### src/rtl/aes_job_scheduler.sv
// aes_job_scheduler: shares one fixed-latency AES encrypt core and one AES
// decrypt core between two requesters. Jobs are granted round-robin, their
// operands are held on the core inputs for LAT cycles, and the selected core
// output is returned on a valid/ready result channel tagged with id and mode.
module aes_job_scheduler #(
    parameter int unsigned LEN = 128,
    parameter int unsigned LAT = 11,
    parameter int unsigned CW  = 4
) (
    input  logic           clk,
    input  logic           rst,
    input  logic           req0_valid,
    output logic           req0_ready,
    input  logic           req0_mode,
    input  logic [LEN-1:0] req0_key,
    input  logic [LEN-1:0] req0_data,
    input  logic           req1_valid,
    output logic           req1_ready,
    input  logic           req1_mode,
    input  logic [LEN-1:0] req1_key,
    input  logic [LEN-1:0] req1_data,
    output logic [LEN-1:0] core_key,
    output logic [LEN-1:0] core_enc_in,
    output logic [LEN-1:0] core_dec_in,
    input  logic [LEN-1:0] core_enc_out,
    input  logic [LEN-1:0] core_dec_out,
    output logic           res_valid,
    input  logic           res_ready,
    output logic [LEN-1:0] res_data,
    output logic           res_id,
    output logic           res_mode,
    output logic           busy
);

    typedef enum logic [1:0] {
        IDLE = 2'd0,
        RUN  = 2'd1,
        DONE = 2'd2
    } state_t;

    state_t         state;
    logic           rr_ptr;     // requester favoured when both are valid
    logic           job_mode;
    logic           job_id;
    logic [CW-1:0]  cnt;
    logic           grant_id;
    logic           accept;
    logic           sel_mode;
    logic [LEN-1:0] sel_key;
    logic [LEN-1:0] sel_data;

    // Round-robin grant and the operands of the granted requester
    always_comb begin
        grant_id = (req0_valid && req1_valid) ? rr_ptr : req1_valid;
        sel_mode = grant_id ? req1_mode : req0_mode;
        sel_key  = grant_id ? req1_key  : req0_key;
        sel_data = grant_id ? req1_data : req0_data;
    end

    assign req0_ready = (state == IDLE) && req0_valid && !grant_id;
    assign req1_ready = (state == IDLE) && req1_valid &&  grant_id;
    assign accept     = req0_ready || req1_ready;
    assign busy       = (state != IDLE);

    // Job sequencing: accept, hold operands on the cores for LAT cycles,
    // capture the selected core output, then wait for the consumer.
    // The core input registers double as the job operand storage, so they
    // are loaded on accept and cleared when the result is captured.
    always_ff @(posedge clk or posedge rst) begin
        if (rst) begin
            state       <= IDLE;
            rr_ptr      <= 1'b0;
            job_mode    <= 1'b0;
            job_id      <= 1'b0;
            cnt         <= '0;
            core_key    <= '0;
            core_enc_in <= '0;
            core_dec_in <= '0;
            res_valid   <= 1'b0;
            res_data    <= '0;
            res_id      <= 1'b0;
            res_mode    <= 1'b0;
        end else begin
            case (state)
                IDLE: begin
                    if (accept) begin
                        job_mode    <= sel_mode;
                        job_id      <= grant_id;
                        rr_ptr      <= ~grant_id;
                        cnt         <= CW'(LAT - 1);
                        core_key    <= sel_key;
                        core_enc_in <= sel_mode ? '0 : sel_data;
                        core_dec_in <= sel_mode ? sel_data : '0;
                        state       <= RUN;
                    end
                end
                RUN: begin
                    if (cnt == '0) begin
                        res_data    <= job_mode ? core_dec_out : core_enc_out;
                        res_id      <= job_id;
                        res_mode    <= job_mode;
                        res_valid   <= 1'b1;
                        core_key    <= '0;
                        core_enc_in <= '0;
                        core_dec_in <= '0;
                        state       <= DONE;
                    end else begin
                        cnt <= cnt - 1'b1;
                    end
                end
                DONE: begin
                    if (res_ready) begin
                        res_valid <= 1'b0;
                        state     <= IDLE;
                    end
                end
                default: state <= IDLE;
            endcase
        end
    end

endmodule
### config.mk
export PLATFORM = sky130hd
export DESIGN_NAME = aes_job_scheduler
export DESIGN_NICKNAME = d
export VERILOG_FILES = /design/src/rtl/aes_job_scheduler.sv
export SDC_FILE = /design/constraint.sdc
export NUM_CORES = 1
export LEC_CHECK = 0
export CELL_PAD_IN_SITES_DETAIL_PLACEMENT = 2
export CELL_PAD_IN_SITES_GLOBAL_PLACEMENT = 2
export CORE_AREA = 5 5 497 499
export DETAILED_ROUTE_END_ITERATION = 10
export DIE_AREA = 0 0 502 504
export GPL_TIMING_DRIVEN = 0
export PLACE_DENSITY = 0.51
export SYNTH_ARGS = -nofsm -noshare
export SYNTH_HDL_FRONTEND = slang
export SYNTH_SLANG_ARGS = --single-unit
export TNS_END_PERCENT = 10
### constraint.sdc
create_clock -name clk -period 19.7 [get_ports clk]
set_input_delay 3.94 -clock clk [delete_from_list [all_inputs] [get_ports clk]]
set_output_delay 3.94 -clock clk [all_outputs]
set_load 0.02 [all_outputs]
=== After elaboration in Yosys (flattened, before gate mapping) ===
Cells that the tools add are included.

* Reduce and logical (&&, ||, !) cells: 18
* Eq/ne operators: 6
* Mux-type cells: 24
* Add/sub/neg operators: 1
* Bitwise operators: 1

{| class="wikitable"
|+ Operators by type and width
! kind !! count
|-
| $mux W128 || 9
|-
| $pmux W128 S2 || 3
|-
| $reduce_and A3 Y1 || 4
|-
| $mux W4 || 2
|-
| $ne A2 B2 Y1 const B || 4
|-
| $pmux W4 S2 || 1
|-
| $mux W2 || 3
|-
| $pmux W2 S3 || 1
|-
| $reduce_bool A2 Y1 || 3
|-
| $logic_and A1 B1 Y1 || 5
|-
| $logic_not A4 Y1 || 1
|-
| $mux W1 || 4
|-
| $reduce_and A2 Y1 || 2
|-
| $sub A4 B1 Y4 const B || 1
|-
| $eq A2 B1 Y1 const B || 1
|-
| $eq A2 B2 Y1 const B || 1
|-
| $logic_not A2 Y1 || 1
|-
| $pmux W1 S2 || 1
|-
| $logic_not A1 Y1 || 1
|-
| $logic_or A1 B1 Y1 || 1
|-
| $not A1 Y1 || 1
|}

* Input port bits: 775
* Output and inout port bits: 518
* Register bits after elaboration: 524

=== Logic depth before layout (Yosys ltp) ===
* Depth after elaboration: 7
* Gate-level depth with buffers: 9
* Gate-level depth less buffers: 6

=== Worst setup path before layout ===
OpenSTA, ideal clock, no wires.

* Path type: input to output
* Start point: input req1_valid
* End point: output req0_ready
* Path slack: 10820 ps
* Data arrival time: 4940 ps
* Stages on the path: 5
* Cells stage by stage: buf_6 -> o21ai_2 -> buf_2 -> clkbuf_1 -> nor2_1

* Cells in the longest elaborated chain, start to end: 4

{| class="wikitable"
|+ Ends and longest elaborated chain
! what !! line !! text
|-
| from (decl) || 17 || <nowiki>input logic req1_valid,</nowiki>
|-
| $logic_and A1 B1 Y1 || 54 || <nowiki>grant_id = (req0_valid && req1_valid) ? rr_ptr : req1_valid;</nowiki>
|-
| $mux W1 (*) || 54 ||
|-
| $logic_not A1 Y1 (*) || 60 || <nowiki>assign req0_ready = (state == IDLE) && req0_valid && !grant_id;</nowiki>
|-
| $logic_and A1 B1 Y1 (*) || 60 ||
|-
| to (decl) || 13 || <nowiki>output logic req0_ready,</nowiki>
|}

Mark *: on every way between the ends. The rest lies on a longest branch, timed or not.

=== Worst setup path in the final report ===
* Start point: input req0_valid
* End point: output req0_ready

* Cells in the longest elaborated chain, start to end: 4
* Elaborated cells between the ends (all ways): 5
* Those cells by class: 1 x mux; 4 x reduce/logical

{| class="wikitable"
|+ Ends and longest elaborated chain
! what !! line !! text
|-
| from (decl) || 12 || <nowiki>input logic req0_valid,</nowiki>
|-
| $logic_and A1 B1 Y1 || 54 ||
|-
| $mux W1 || 54 ||
|-
| $logic_not A1 Y1 || 60 ||
|-
| $logic_and A1 B1 Y1 (*) || 60 ||
|}

Marks and branches as above.

==> reports/results.txt <==
Status: completed
Global-route usage over all layers: 16.80%
Final layout net count: 4,319
Worst min path class: reg -> reg
Longest Clk Path Bufs: 3
Starting DRT DRC Count: 1,111
Sw frac: 43.94%
Endpoints failing setup: 0
Min Tclk post-route: 11.55 ns
Seq. cell area: 13,110 um2
Power share of the sequential group: 28.0%
Commonest register cell after synthesis: dfrtp_1
Crit path from: req0_valid
Ports: 1,293
Sw Pwr: 0.002638 W
Commonest cells after routing, fill and taps aside: 1,291 x clkdlybuf4s50_1, 524 x dfrtp_1, 392 x nand2_1
Number of synthesized register bits: 524
Worst-Margin Slew: 1.218 ns
First-pass DRT Iterations: 4
Gpl congestion: 0.8729
Top-area cell type share of the netlist area: 55.28%
Hold_ws: 0.4763 ns
Async S/R FF share, synth: 100.0%
Share of cells above drive strength 1: 6.109%
Cell with the most instances on the worst path: clkdlybuf4s50_1
Post-Place Cells: 6,665
Port buffer count: 1,291
Max Clock Skew: 0.02682 ns
Syn. warnings: 0
Combinational Power Share: 48.4%
CP startpoint kind: primary input
H-tree depth: 3
CTS tree: built
Setup bufs post-CTS: 0
Row count: 181
Initial antenna violation count: 153
R2R Path Start: cnt[0]
Synth cell types: 36
CTS root buffer: clkbuf_16
GRT overflow: 0
Largest cells by area after synthesis: dfrtp_1 55%, mux2i_1 16%, nand2_1 6.2%
Number of global-route vias before repair: 26,780
Sequential area share after synthesis: 55.28%
Peak supply drop: 0.05121 mV
Core Util, Final: 17.92%
Max Cap Viol: 0
Largest net degree at the start of global routing: 110
Static Leak: 18.31 nW
Fmax: 0.08661 GHz
Chip height: 504 um
Core Footprint: 242,100 um2
Commonest non-fill, non-tap cell in the layout: clkdlybuf4s50_1
Int Power: 0.003365 W
Clock group share of total power: 23.6%
DPL Wire Length: 188,900 um
Slew Viols, Final: 0
Die area: 253,000 um2
Sink Count: 524
Multi-input logic area: 9599 um2
Final period util: 58.61%
Critical R2R Capture: core_dec_in[8]
Via density: 3.604
Antenna-violating nets left: 0
Rel. slew slack: 18.80%
CTS buffer count: 77
Worst r2r path cells: 8
Hold_sp: core_key[85]
Crit path cell chain: clkdlybuf4s50_1 -> o21ai_2 -> buf_2 -> clkbuf_1 -> nor2_1 -> clkdlybuf4s50_1
RSZ-0062 raised after global routing: no
Largest stage delay on the critical path: 0.88 ns
Hold-fix buffers at CTS: 0
Worst Hold Path EP: core_key[85]
PwrDens: 138.4 nW/um2
Worst R2R Setup Slack: 16.47 ns
Post-Route WL: 220,900 um
Post-CTS resize count: 0
Final hold violations: 0
Critical Path End Type: primary output
Via count: 24,640
Crit path required time: 15.76 ns
DRC: 0
Initial core utilization: 9.797%
Clock transition at the registers of the reported paths: 0.06 ns
EDFF count, synth: 0
Net Count, Synth: 2,944
First-pass GRT wire length: 282,100 um
Post-Syn Area: 23,720 um2
Critical Path AT: 7.61 ns
Area growth from synthesis to layout: 82.89%
Crit Path Class: in -> out
Synthesized area per cell: 10.95 um2
Non-filler cells, final: 6,837
FILL cells: 27,610
Worst hold path cell count: 2
Final setup TNS: 0 ns
Yosys top cell by area: dfrtp_1
Crit path max-delay cell type: clkbuf_1
CP Max Fanout: 11
Wire per inst: 32.31 um
Die W: 502 um
Clk_lat worst skew: 0.70 ns
Syn Inst Count: 2,167
[sequential cells by signal (all words and copies together) (netlist names)]
| signal | cells |
|---|---|
| core_dec_in | 128 |
| core_enc_in | 128 |
| core_key | 128 |
| res_data | 128 |
| cnt | 4 |
| state | 2 |
| job_id | 1 |
| job_mode | 1 |
| res_id | 1 |
| res_mode | 1 |
| res_valid | 1 |
| rr_ptr | 1 |
[worst max path at each step]
stage / end / slack, ns / cells after the start
6_report: req0_ready / 8.15 / 6
3_3_place_gp: core_enc_in[40] / -9.58 / 2
2_1_floorplan: cnt[0] / 1.12 / 1
5_1_grt: req0_ready / 7.89 / 6
3_5_place_dp: req0_ready / 7.86 / 6
4_1_cts: req0_ready / 7.82 / 6
[Yosys cell counts, types with 2 or more instances]
cell type / instances
dfrtp_1: 524
nand2_1: 392
mux2i_1: 383
o21ai_0: 271
and2_1: 129
a221o_1: 127
o21ai_1: 120
clkbuf_1: 74
buf_2: 50
buf_6: 30
inv_1: 10
buf_4: 9
nor2_1: 8
buf_1: 7
a21oi_1: 3
a31oi_1: 3
nor3_1: 3
a21boi_0: 2
and3_1: 2
clkbuf_2: 2
ha_1: 2
nand2b_1: 2
[through the flow]
step / instance area (um2) / total power, W / setup slack, ns
2_1_floorplan: 23720 / 0.002844 / 1.120
3_3_place_gp: 40650 / 0.004643 / -9.583
3_5_place_dp: 40790 / 0.004668 / 7.857
4_1_cts: 43290 / 0.006151 / 7.824
5_1_grt: 43310 / 0.006321 / 7.892
6_report: 43380 / 0.006003 / 8.154
[logic make-up after synthesis]
kind of cell    count (synthesis)  share of synthesized area (%)
compound gates                534                          14.11
fa+ha+maj                       2                         0.1055
buf+inv                       182                          4.246
flops                         524                          55.28
mux                           383                          16.16
simple gates                  542                          10.09
[power groups by stage]
stage                     clock [W]  sequential, W  combinational, W
after floorplan                   0        0.00205          0.000792
after global placement            0        0.00169           0.00296
after detailed placement          0        0.00169           0.00298
after CTS                   0.00148        0.00168           0.00299
after global routing        0.00151        0.00172           0.00309
final                       0.00142        0.00168           0.00291
[routing by layer]
layer  up-vias  share of wire [%]  routed length (um)  global-route usage (%)
li1      10460                  -                   -                       -
met5         -               0.33                 734                       0
met2      1149                 47              103600                   28.17
met4       112                2.1                4585                   3.660
met3       339                 11               24230                   8.190
met1     12580                 40               87740                   19.28
[worst max-delay path, delay by kind of cell]
| family | cells | cell delay (ns) |
|---|---|---|
| AND/OR/NAND/NOR | 1 | 0.11 |
| AO/OA/AOI/OAI | 1 | 0.87 |
| buffers and inverters | 4 | 2.64 |
[final cells by class]
cell class / instances / area share [%]
antenna: 34 / 0.1961
clock buffer: 115 / 5.189
sequential: 524 / 30.23
buffer: 172 / 2.235
timing repair buffer: 1296 / 30.11
clock inverter: 23 / 0.5769
inverter: 10 / 0.1038
tap: 3202 / 9.236
multi-input combinational: 1461 / 22.13
(Power assumes the default switching activity.)
